--- src/rtl/dac_playback_ctrl.sv ---
// Playback sequencer for a DMA-fed DAC. It splits a circular buffer into
// datamover-sized chunks, issues them one at a time, replays the buffer a
// configured number of times (or forever) and resets the DMA reader on
// start, abort and fault.
module dac_playback_ctrl #(
  parameter logic [31:0] MAX_CHUNK  = 32'h0080_0000,
  parameter int          RST_CYCLES = 8,
  parameter logic [31:0] TIMEOUT    = 32'd33_325_000
) (
  input  logic        pl_clk,
  input  logic        pl_rstb,
  input  logic        cmd_start,
  input  logic        cmd_stop,
  input  logic [31:0] cfg_base_addr,
  input  logic [31:0] cfg_total_bytes,
  input  logic [15:0] cfg_loops,
  input  logic        dm_sts_valid,
  input  logic [7:0]  dm_sts,
  input  logic        read_mm2s_err,
  output logic        read_start,
  output logic        read_reset,
  output logic [31:0] start_address,
  output logic [31:0] cap_size,
  output logic        busy,
  output logic        done,
  output logic        err,
  output logic [2:0]  err_code,
  output logic [15:0] loops_done,
  output logic [3:0]  chunk_tag
);

  typedef enum logic [2:0] {
    S_IDLE, S_RST, S_ISSUE, S_WAIT, S_NEXT, S_DONE, S_FAULT
  } state_t;

  state_t      r_state, w_state_next;
  logic [31:0] r_cnt, r_tmo;
  logic        r_abort;
  logic [31:0] r_base, r_total, r_cur_addr, r_remaining;
  logic [15:0] r_loops;
  logic        r_read_start, r_read_reset, r_busy, r_done, r_err;
  logic [31:0] r_start_address, r_cap_size;
  logic [2:0]  r_err_code;
  logic [15:0] r_loops_done;
  logic [3:0]  r_chunk_tag;

  logic        w_accept, w_cfg_ok, w_sts_ok, w_sts_bad, w_cnt_end;
  logic        w_abort, w_cnt_restart, w_last_pass;
  logic [2:0]  w_fault_code;
  logic [31:0] w_chunk, w_rem_after;
  logic [15:0] w_loops_inc;
  logic        w_unused_tag;

  // The datamover tag field is not tracked; chunk_tag is generated locally.
  assign w_unused_tag = &{1'b0, dm_sts[3:0]};

  assign w_accept    = (r_state == S_IDLE) && cmd_start && !cmd_stop;
  assign w_cfg_ok    = (cfg_base_addr[4:0] == 5'd0) && (cfg_total_bytes[4:0] == 5'd0) &&
                       (cfg_total_bytes != 32'd0);
  assign w_sts_ok    = dm_sts_valid && dm_sts[7] && (dm_sts[6:4] == 3'b000);
  assign w_sts_bad   = dm_sts_valid && (dm_sts[6:4] != 3'b000);
  assign w_cnt_end   = (r_cnt == 32'(RST_CYCLES - 1));
  assign w_chunk     = (r_remaining > MAX_CHUNK) ? MAX_CHUNK : r_remaining;
  assign w_rem_after = r_remaining - r_cap_size;
  assign w_loops_inc = (r_loops_done == 16'hFFFF) ? r_loops_done : r_loops_done + 16'd1;
  assign w_last_pass = (r_loops != 16'd0) && (w_loops_inc == r_loops);

  // Next-state selection; an abort reuses RST with r_abort steering the exit to IDLE.
  always_comb begin
    w_state_next  = r_state;
    w_fault_code  = 3'd0;
    w_abort       = 1'b0;
    w_cnt_restart = 1'b0;
    case (r_state)
      S_IDLE: begin
        if (w_accept) begin
          if (w_cfg_ok) begin
            w_state_next = S_RST;
          end else begin
            w_state_next = S_FAULT;
            w_fault_code = 3'd1;
          end
        end
      end
      S_RST: begin
        if (cmd_stop) begin
          w_abort       = 1'b1;
          w_cnt_restart = 1'b1;
        end else if (w_cnt_end) begin
          w_state_next = r_abort ? S_IDLE : S_ISSUE;
        end
      end
      S_ISSUE: begin
        if (cmd_stop) begin
          w_state_next = S_RST;
          w_abort      = 1'b1;
        end else begin
          w_state_next = S_WAIT;
        end
      end
      S_WAIT: begin
        if (cmd_stop) begin
          w_state_next = S_RST;
          w_abort      = 1'b1;
        end else if (read_mm2s_err) begin
          w_state_next = S_FAULT;
          w_fault_code = 3'd3;
        end else if (w_sts_bad) begin
          w_state_next = S_FAULT;
          w_fault_code = 3'd2;
        end else if (w_sts_ok) begin
          w_state_next = S_NEXT;
        end else if (r_tmo == TIMEOUT - 32'd1) begin
          w_state_next = S_FAULT;
          w_fault_code = 3'd4;
        end
      end
      S_NEXT: begin
        if (cmd_stop) begin
          w_state_next = S_RST;
          w_abort      = 1'b1;
        end else if (w_rem_after == 32'd0 && w_last_pass) begin
          w_state_next = S_DONE;
        end else begin
          w_state_next = S_ISSUE;
        end
      end
      S_DONE:  w_state_next = S_IDLE;
      S_FAULT: if (w_cnt_end) w_state_next = S_IDLE;
      default: w_state_next = S_IDLE;
    endcase
  end

  // State register, counters, config latch, datapath and registered outputs.
  always_ff @(posedge pl_clk or negedge pl_rstb) begin
    if (!pl_rstb) begin
      r_state         <= S_IDLE;
      r_cnt           <= 32'd0;
      r_tmo           <= 32'd0;
      r_abort         <= 1'b0;
      r_base          <= 32'd0;
      r_total         <= 32'd0;
      r_loops         <= 16'd0;
      r_cur_addr      <= 32'd0;
      r_remaining     <= 32'd0;
      r_read_start    <= 1'b0;
      r_read_reset    <= 1'b0;
      r_start_address <= 32'd0;
      r_cap_size      <= 32'd0;
      r_busy          <= 1'b0;
      r_done          <= 1'b0;
      r_err           <= 1'b0;
      r_err_code      <= 3'd0;
      r_loops_done    <= 16'd0;
      r_chunk_tag     <= 4'd0;
    end else begin
      r_state      <= w_state_next;
      r_busy       <= (w_state_next != S_IDLE);
      r_read_reset <= (w_state_next == S_RST) || (w_state_next == S_FAULT);
      r_read_start <= (r_state == S_ISSUE) && (w_state_next == S_WAIT);
      r_done       <= (r_state == S_NEXT) && (w_state_next == S_DONE);

      if (w_state_next != r_state || w_cnt_restart) r_cnt <= 32'd0;
      else if (r_state == S_RST || r_state == S_FAULT) r_cnt <= r_cnt + 32'd1;

      if (w_abort) r_abort <= 1'b1;
      else if (r_state == S_RST && w_state_next != S_RST) r_abort <= 1'b0;

      if (w_accept) begin
        r_err      <= !w_cfg_ok;
        r_err_code <= w_cfg_ok ? 3'd0 : 3'd1;
        if (w_cfg_ok) begin
          r_base       <= cfg_base_addr;
          r_total      <= cfg_total_bytes;
          r_loops      <= cfg_loops;
          r_cur_addr   <= cfg_base_addr;
          r_remaining  <= cfg_total_bytes;
          r_loops_done <= 16'd0;
          r_chunk_tag  <= 4'd0;
        end
      end else if (r_state == S_WAIT && w_state_next == S_FAULT) begin
        r_err      <= 1'b1;
        r_err_code <= w_fault_code;
      end

      if (r_state == S_ISSUE) begin
        r_start_address <= r_cur_addr;
        r_cap_size      <= w_chunk;
        r_tmo           <= 32'd0;
      end else if (r_state == S_WAIT) begin
        r_tmo <= r_tmo + 32'd1;
      end

      if (r_state == S_NEXT && !cmd_stop) begin
        r_chunk_tag <= r_chunk_tag + 4'd1;
        if (w_rem_after != 32'd0) begin
          r_cur_addr  <= r_cur_addr + r_cap_size;
          r_remaining <= w_rem_after;
        end else begin
          r_loops_done <= w_loops_inc;
          r_cur_addr   <= r_base;
          r_remaining  <= r_total;
        end
      end
    end
  end

  assign read_start    = r_read_start;
  assign read_reset    = r_read_reset;
  assign start_address = r_start_address;
  assign cap_size      = r_cap_size;
  assign busy          = r_busy;
  assign done          = r_done;
  assign err           = r_err;
  assign err_code      = r_err_code;
  assign loops_done    = r_loops_done;
  assign chunk_tag     = r_chunk_tag;

endmodule

--- config.mk ---
export PLATFORM = sky130hd
export DESIGN_NAME = dac_playback_ctrl
export DESIGN_NICKNAME = d
export VERILOG_FILES = /design/src/rtl/dac_playback_ctrl.sv
export SDC_FILE = /design/constraint.sdc
export NUM_CORES = 1
export LEC_CHECK = 0
export CORE_AREA = 2 2 176 178
export CTS_BUF_LIST = sky130_fd_sc_hd__clkbuf_4
export DETAILED_ROUTE_END_ITERATION = 7
export DIE_AREA = 0 0 178 180
export GPL_TIMING_DRIVEN = 0
export PLACE_DENSITY = 0.83
export SLEW_MARGIN = 25
export SYNTH_ARGS = -nofsm -noshare
export SYNTH_HDL_FRONTEND = slang
export SYNTH_SLANG_ARGS = --single-unit
--- constraint.sdc ---
create_clock -name pl_clk -period 5.13 [get_ports pl_clk]
set_input_delay 0.513 -clock pl_clk [delete_from_list [all_inputs] [get_ports pl_clk]]
set_output_delay 0.513 -clock pl_clk [all_outputs]
set_load 0.01 [all_outputs]
==> out/results.tsv <==
stage	metric	value	unit
clock_network	Num CTS Buffers	79	
clock_network	CTS H-Tree Depth	3	
synth	post-synth top area share	43.23	%
timing	fin crit period	4.890	ns
place	gpl congestion	0.9979	
worst_setup_path	CP Max Fanout	10	
grt	largest net degree at the start of global routing	95	
worst_setup_path	WS Path Type	flop to flop	
synth	Post-synth EDFFs	0	
place	IO buf count	181	
die	# rows	64	
die	# IOs	186	
timing	slew margin rel.	30.21	%
die	die width	178	um
synth	Post-Syn Area	17600	um2
synth	Syn Nets	2201	
worst_hold_path	worst min path class	input port to asynchronous set/reset pin	
drt	DRC viols	0	
place	total placed instance area	19990	um2
synth	Syn. warnings	0	
pwr	PwrDens	471.9	nW/um2
die	Core Region	30190	um2
finish	fraction of layout cells with a size suffix above 1	7.425	%
finish	Final Cell Area	21010	um2
outcome	run status	finished clean	
die	Die H	180	um
synth	largest cells by area after synthesis	dfrtp_1 43%, nand2_1 10%, ha_1 4.7%	
synth	Avg Inst Size Synth	8.630	um2
drt	Iteration-0 DRC Markers	1725	
synth	Post-Synthesis Cells	2039	
worst_setup_path	crit path capture type	flop	
clock_network	Clock Sinks	304	
pwr	Pleak	9.738	nW
synth	Seq/Total Area, Yosys	43.23	%
finish	Fillers	2405	
die	Initial Util	58.29	%
drt	Vias	17080	
drt	Vias per Instance	6.202	
synth	Post-synth top cells	474 x nand2_1, 304 x dfrtp_1, 148 x a21oi_1, 132 x nor2_1, 88 x o21ai_0	
clock_network	CTS tree	built	
synth	Synth area leader	dfrtp_1	
drt	Post-DRT Antenna Nets	0	
finish	Layout Cells excl Fill	2754	
synth	top_reg_cell synth	dfrtp_1	
worst_setup_path	CP required	5.73	ns
worst_setup_path	crit path launch type	flop	
synth	most common cell in the netlist	nand2_1	
run	maxcap violations	0	
timing	final slew viol count	0	
place	Detailed Place HPWL	41.11	mm
worst_setup_path	worst path arrival time	5.49	ns
timing	Final Hold Fails	0	
drt	final wirelength	55.09	mm
timing	Fmax	204.5	MHz
clock_network	Clock Latency Late Sink	0.73	ns
finish	Syn-to-layout area delta	19.40	%
grt	vias in the first global route	16770	
finish	Final nets	2471	
die	Die ar.	32040	um2
clock_network	clk root buf	clkbuf_4	
grt	gr ovfl total	0	
clock_network	CTS Buffer Depth	3	
drt	Wirelength per Cell	20.00	um
clock_network	clock-pin slew on the worst setup and hold paths	0.08	ns
pwr	Worst VDD drop	0.2632	mV
place	placed cell count	2619	
timing	RSZ-0062 raised after global routing	false	
timing	Setup Viol. Count Final	0	
synth	FF+latch count, synth	304	
synth	asr flop ratio synth	100.0	%
drt	First-pass DRT Iterations	8	
grt	gr usage total	34.45	%
synth	Synth cell types	83	
timing	Max Clock Skew	0.07842	ns
timing	Period Utilization, post-route	95.33	%
timing	Worst-Margin Slew	1.037	ns
worst_setup_path	flop2flop setup slack	0.24	ns
grt	first-pass GRT wire length	87.26	mm
grt	initial antenna violation count	2	
## cell type report
cell class	count	area (um2)	area share [%]
Sequential cell	304	7607	36.21
Tap cell	396	495.5	2.358
Inverter	62	232.7	1.108
Multi-Input combinational cell	1586	9409	44.78
Clock buffer	117	878.3	4.181
Buffer	87	356.6	1.697
Antenna cell	1	2.502	0.01191
Timing Repair Buffer	189	1939	9.231
Clock inverter	12	88.84	0.4228
## worst max-delay path, stage by stage (launching register included)
cell	delay, ns
dfrtp_1	0.50
ha_1	0.29
fa_1	0.40
nand2b_1	0.19
a21oi_1	0.28
o22ai_2	0.27
a211o_1	0.35
a21oi_1	0.35
mux2i_1	0.20
a2111oi_4	0.58
o2111ai_1	0.27
nor4_4	0.28
buf_4	0.23
buf_2	0.29
nand2_1	0.10
a31oi_1	0.21
## cells in the final DEF, fill, tap and decap left out, drive strengths merged, types with 15 or more instances in the layout
cell | Yosys | final
clkdlybuf4s50 | 0 | 180
nor3 | 36 | 36
mux2i | 42 | 42
o21a | 16 | 16
a21o | 32 | 32
nor4 | 41 | 41
o21ai | 94 | 94
and3 | 38 | 38
xnor2 | 67 | 67
dfrtp | 304 | 304
nand3 | 65 | 65
nand2b | 17 | 17
nor2 | 132 | 132
and2 | 20 | 20
inv | 62 | 64
or3 | 15 | 15
clkbuf | 67 | 184
a211oi | 31 | 31
nand2 | 474 | 474
ha | 66 | 66
a21oi | 148 | 148
buf | 20 | 28
nand4 | 33 | 33
xor2 | 56 | 56
## per-stage QoR
step | power [mW] | setup TNS [ns] | utilization [%] | setup slack (ns) | hold slack [ns]
finish | 9.914 | 0 | 69.60 | 0.2398 | 0.3007
global route | 10.52 | 0 | 69.60 | 0.01801 | 0.3071
CTS | 9.832 | 0 | 69.47 | 0.05264 | 0.2908
detailed placement | 7.703 | 0 | 66.23 | 0.06568 | 0.4568
global placement | 7.562 | -2810.18 | 65.93 | -9.298 | 0.4487
floorplan | 6.223 | 0 | - | 1.325 | 0.2174
## where the power goes
group | internal, mW | switching (mW) | leakage (nW)
clock | 1.09 | 1.03 | 0.575
combinational | 1.78 | 2.71 | 5.21
sequential | 2.85 | 0.459 | 3.96
## cells by family (layout without fill, tap and decap cells)
family | after synthesis | in the layout | synth area share [%]
simple gates | 922 | 922 | 24.15
fa+ha+maj | 68 | 68 | 4.920
buf+inv | 149 | 467 | 3.349
mux | 44 | 44 | 2.517
compound gates | 429 | 429 | 15.71
xor+xnor | 123 | 123 | 6.122
other cells | 0 | 1 | 0
flops | 304 | 304 | 43.23
## metal layers
layer | global-route usage [%] | part of all wire [%] | wire (um)
met4 | 15.41 | 4.4 | 2404
met1 | 46.02 | 41 | 22390
met5 | 0 | 0 | 0
met3 | 6.324 | 8.8 | 4873
met2 | 54.70 | 46 | 25420
## what timing repair did
item,CTS,global route
endpoints found under the setup margin,1,59
resized for setup,0,2
pin swaps,1,1
hold endpoints to repair,59,0
setup buffers,0,4
hold buffers,1,0
## registers in the layout, indices dropped and copies added (netlist names)
register	count
r_base	32
r_state	3
r_remaining	32
loops_done	16
err_code	3
busy	1
cap_size	32
chunk_tag	4
err	1
r_cur_addr	32
r_tmo	32
read_start	1
done	1
r_cnt	32
r_loops	16
r_total	32
read_reset	1
r_abort	1
start_address	32
## path summary, 6_finish.rpt
kind | from | end | depth (start not counted)
max reg2reg | cap_size[0] | r_remaining[3] | 15
max | cap_size[0] | r_remaining[3] | 15
min | pl_rstb | start_address[10] | 2
min reg2reg | r_total[17] | r_total[17] | 2
max in group asynchronous | pl_rstb | r_tmo[6] | 4
min in group pl_clk | cfg_loops[3] | r_loops[3] | 3
Power figures use the tool's default switching activity.
